`src/rtl/clock_pkg.sv`:
```
// Shared digit types and limits for the clock's timekeeping and display stages.
package clock_pkg;

    localparam int DIGIT_W = 8;

    typedef logic [DIGIT_W-1:0] digit_t;

    localparam digit_t ONES_MAX = 8'd9;
    localparam digit_t TENS_MAX = 8'd5;

endpackage

```
`src/rtl/mod60_bcd.sv`:
```
// Two-digit BCD counter 00..59 with synchronous clear; wrap flags an increment at 59.
module mod60_bcd
    import clock_pkg::*;
(
    input  logic   clk,
    input  logic   rst,
    input  logic   inc,
    input  logic   clr,
    output digit_t lo,
    output digit_t hi,
    output logic   wrap
);

    digit_t lo_q, lo_d;
    digit_t hi_q, hi_d;

    always_comb begin
        // NOTE: every output of this block gets a default first, so no path can leave one unassigned and infer a latch.
        lo_d = lo_q;
        hi_d = hi_q;
        wrap = inc && (lo_q == ONES_MAX) && (hi_q == TENS_MAX);
        if (clr) begin
            lo_d = '0;
            hi_d = '0;
        end else if (inc) begin
            if (lo_q == ONES_MAX) begin
                lo_d = '0;
                hi_d = (hi_q == TENS_MAX) ? '0 : hi_q + 8'd1;
            end else begin
                lo_d = lo_q + 8'd1;
            end
        end
    end

    always_ff @(posedge clk) begin
        // NOTE: state registers use non-blocking assignments so all flops update together at the edge.
        if (!rst) begin
            lo_q <= '0;
            hi_q <= '0;
        end else begin
            lo_q <= lo_d;
            hi_q <= hi_d;
        end
    end

    assign lo = lo_q;
    assign hi = hi_q;

endmodule

```
`src/rtl/min_sec_cnt.sv`:
```
// Seconds/minutes stage: 1 Hz prescaler, mm:ss BCD counters, set-mode key handling
// and the registered carry pulse that feeds the hours stage.
module min_sec_cnt
    import clock_pkg::*;
#(
    parameter int CLK_HZ = 1000
)
(
    input  logic       clk,
    input  logic       rst,
    input  logic       en,
    input  logic       key_min,
    input  logic       key_sec,
    output logic [7:0] sec_lo,
    output logic [7:0] sec_hi,
    output logic [7:0] min_lo,
    output logic [7:0] min_hi,
    output logic       carryout
);

    localparam int               CNT_W   = (CLK_HZ > 1) ? $clog2(CLK_HZ) : 1;
    localparam logic [CNT_W-1:0] CNT_MAX = CNT_W'(CLK_HZ - 1);

    logic [CNT_W-1:0] cnt_q, cnt_d;
    logic [2:0]       kmin_q, kmin_d;
    logic [2:0]       ksec_q, ksec_d;
    logic             carry_q, carry_d;

    logic tick;
    logic kmin_edge, ksec_edge;
    logic sec_inc, sec_clr, sec_wrap;
    logic min_inc, min_wrap;

    always_comb begin
        // Set mode suppresses the tick combinationally, so en wins over a coincident tick.
        tick      = !en && (cnt_q == CNT_MAX);
        cnt_d     = (en || tick) ? '0 : cnt_q + 1'b1;

        // Bit 0/1 form the synchronizer, bit 2 remembers the previous synchronized level.
        kmin_d    = {kmin_q[1:0], key_min};
        ksec_d    = {ksec_q[1:0], key_sec};
        kmin_edge = kmin_q[1] & ~kmin_q[2];
        ksec_edge = ksec_q[1] & ~ksec_q[2];

        sec_inc   = tick;
        sec_clr   = en & ksec_edge;
        min_inc   = sec_wrap | (en & kmin_edge);
        carry_d   = sec_wrap & min_wrap;
    end

    always_ff @(posedge clk) begin
        if (!rst) begin
            cnt_q   <= '0;
            kmin_q  <= '0;
            ksec_q  <= '0;
            carry_q <= 1'b0;
        end else begin
            cnt_q   <= cnt_d;
            kmin_q  <= kmin_d;
            ksec_q  <= ksec_d;
            carry_q <= carry_d;
        end
    end

    mod60_bcd u_sec (
        .clk  (clk),
        .rst  (rst),
        .inc  (sec_inc),
        .clr  (sec_clr),
        .lo   (sec_lo),
        .hi   (sec_hi),
        .wrap (sec_wrap)
    );

    // Minutes only advance from a seconds wrap or a set-mode key, never both at once.
    mod60_bcd u_min (
        .clk  (clk),
        .rst  (rst),
        .inc  (min_inc),
        .clr  (1'b0),
        .lo   (min_lo),
        .hi   (min_hi),
        .wrap (min_wrap)
    );

    assign carryout = carry_q;

endmodule

```
`config.mk`:
```
export PLATFORM = sky130hd
export DESIGN_NAME = min_sec_cnt
export DESIGN_NICKNAME = d
export VERILOG_FILES = /design/src/rtl/clock_pkg.sv /design/src/rtl/mod60_bcd.sv /design/src/rtl/min_sec_cnt.sv
export SDC_FILE = /design/constraint.sdc
export NUM_CORES = 1
export LEC_CHECK = 0
export CAP_MARGIN = 20
export CORE_ASPECT_RATIO = 1.4
export CORE_MARGIN = 10
export CORE_UTILIZATION = 50
export DETAILED_ROUTE_END_ITERATION = 10
export GPL_TIMING_DRIVEN = 0
export PLACE_DENSITY = 0.83
export SLEW_MARGIN = 20
export SYNTH_ARGS = -nofsm -noshare
export SYNTH_HDL_FRONTEND = slang
export SYNTH_SLANG_ARGS = --single-unit
```
`constraint.sdc`:
```
create_clock -name clk -period 3.3 [get_ports clk]
set_clock_uncertainty 0.15 [all_clocks]
set_input_delay 0.495 -clock clk [delete_from_list [all_inputs] [get_ports clk]]
set_output_delay 0.495 -clock clk [all_outputs]
set_load 0.005 [all_outputs]
```
==> out/metrics.yaml <==
synthesis:
  synth_area_per_cell_um2: 8.68
  dominantRegCellSynth: "dfxtp_1"
  yosysMostFrequentCell: "dfxtp_1"
  syn_inst: 264
  yosysTopAreaCell: "dfxtp_1"
  synth_cell_types: 38
  yosysSeqAreaShare_pct: 42.8
  yosysWarnings: 0
  syn-num-nets: 278
  syn_area_mm2: 0.00229
  ys_top_cells_by_area: "dfxtp_1, nor2_1, ha_1"
  synth-seq-cells: 49
  async_flop_share_pct: 0
  synth_edf_count: 0
  synth_common_cells: "dfxtp_1, nor2_1, nand2_1"
  synth_top_area_share_pct: 42.8
floorplan:
  die_w_um: 77.2
  die_h_um: 100
  rows: 29
  initial_utilization_pct: 50.9
  coreArea_mm2: 0.00450
  die_area_mm2: 0.00773
  io_pins: 38
run_status:
  status: "completed"
timing:
  setup_violations: 0
  min_period_over_period_pct: 89.6
  slew_viol_final: 0
  worst_pin_slew_ns: 0.943
  rsz0062_at_grt: "false"
  min_period_ns: 2.96
  finalHoldViolCount: 0
  fmaxAchievable_ghz: 0.338
  relSlewSlack_pct: 36.6
  tns_ns: 0
detailed_routing:
  highest_layer: "met4"
  viasPerCell: 5.62
  first_pass_iters: 4
  dr_wl_met2_um: 2610
  wl_met3_um: 352
  wire_per_inst_um: 14.3
  vias: 2080
  drtIter0Drc: 90
  m1WireLength_um: 2250
  drtAntennaViolNets: 0
  routed_wl_um: 5300
  route.detailed.drc: 0
place:
  portBuffers: 36
  dpl_cell_area_mm2: 0.00273
  dp_hpwl_um: 3840
  gp_congestion: 0.818
clock_network:
  clockBufferDepth: 2
  clockRootBuffer: "clkbuf_8"
  clk_latency_ns: 0.31
  clk_pin_slew_ns: 0.08
  cts_tree: "done"
  cts_sinks: 49
  holdBufCountCts: 0
  post_cts_resize_count: 0
  post-cts-setup-buffers: 0
  cts_made_buffers: 5
  htreeDepth: 2
pwr:
  powerDensity_mw_per_mm2: 372
  p_total_uw: 1060
  p_leak_uw: 0.000946
  ir_drop_uv: 236
setup_path:
  reg2reg_slack_ns: 0.65
  end_kind: "flop"
  critPathLaunchType: "primary input"
  required_ns: 3.31
  crit_fanout: 10
  path_class: "in2reg"
  crit_arrival_ns: 2.97
grt:
  grt_use_total_pct: 13.2
  globalRoute.totalOverflow: 0
  antenna_found_initial: 0
  grt_pass1_wl_um: 8570
  grt_max_degree: 17
  first_global_vias: 1915
run:
  max-cap-violations: 0
final_layout:
  layout.cell_area.non_filler_mm2: 0.00285
  antenna_cells: 0
  area_growth_pct: 24.4
  fillCellCount: 397
  drive_above_1_share_pct: 4.22
  nNetsFinal: 321
worst_hold_path:
  holdCritPathClass: "reg2reg"
-- cells in the final DEF (no fill, tap or decap), types with 2 or more instances in the layout --
cell type,netlist,final
nand4b_1,2,2
nor4_1,4,4
o41ai_1,3,3
a32o_1,4,4
xnor2_1,12,12
nor2_1,34,34
a31oi_1,2,2
nor3_1,8,8
ha_1,9,9
or4b_1,2,2
clkbuf_1,8,8
nand2_1,17,17
o211ai_1,4,4
dfxtp_1,49,49
a211oi_1,2,2
nand4_1,8,8
and2_1,8,8
o31ai_1,2,2
nand3_1,14,14
inv_1,9,9
nand2b_1,3,3
or3_1,5,5
nor3b_1,4,4
nor4b_1,3,2
a21oi_1,10,10
xor2_1,10,10
and3_1,8,8
nor2b_1,2,2
clkbuf_8,0,5
o21ai_0,8,8
or4_1,2,2
clkdlybuf4s50_1,0,36
-- final timing paths --
kind	startpoint	to	cells after the start
max	en	u_sec.hi[6]$_SDFFE_PP0N_	6
min	kmin_q[0]$_SDFF_PN0_	kmin_q[1]$_SDFF_PN0_	1
max reg2reg	cnt_q[3]$_SDFF_PP0_	u_sec.hi[6]$_SDFFE_PP0N_	5
min reg2reg	kmin_q[0]$_SDFF_PN0_	kmin_q[1]$_SDFF_PN0_	1
-- power by group --
group | total, µW | internal, µW | switching [µW]
Clock | 434 | 227 | 207
Sequential | 598 | 595 | 2.32
Combinational | 29.7 | 10.4 | 19.3
-- area by class of cell --
type	instances	area, µm²	share of cell area, %
multi-input cells	196	1240	43.5
flip-flops and latches	49	981	34.4
well taps	62	77.6	2.72
plain buffers	10	42.5	1.49
inverters	9	33.8	1.18
repair buffers	36	360	12.6
clock buffers	5	68.8	2.41
clock inverters	3	46.3	1.62
-- logic make-up (layout without fill, tap and decap cells) --
family | Yosys count | count (layout) | share of synthesized area, %
compound gates | 38 | 38 | 11.0
xor+xnor | 22 | 22 | 8.41
buf+inv | 19 | 63 | 3.33
simple gates | 127 | 127 | 29.5
flops | 49 | 49 | 42.8
fa+ha+maj | 9 | 9 | 4.91
-- per-stage QoR --
step                      cells  hold slack [ns]  setup slack, ns  util, %
after floorplan             264            0.262            0.763        -
after global placement      362            0.267           0.0230     60.7
after detailed placement    362            0.271           0.0265     60.7
after CTS                   370            0.297            0.345     63.2
after global routing        370            0.312            0.162     63.4
final                       370            0.293            0.343     63.4
-- critical path, stage by stage --
cell	delay (ns)
clkdlybuf4s50_1	0.50
or4b_1	0.49
or3_1	0.35
buf_2	0.20
o31ai_1	0.81
nor2_1	0.11
-- metal layers --
layer / vias up / track usage [%]
li1: 1020 / -
met1: 994 / 14.6
met2: 57 / 22.3
met3: 9 / 4.74
met4: 0 / 5.92
met5: - / 0
-- flip-flops by register name (all words and copies together), names as in the netlist --
register and cells:
ksec_q 3, cnt_q 10, u_sec.hi 8, u_min.lo 8, u_min.hi 8, u_sec.lo 8
carryout 1, kmin_q 3
No activity file was read; power rests on OpenSTA's default activity.
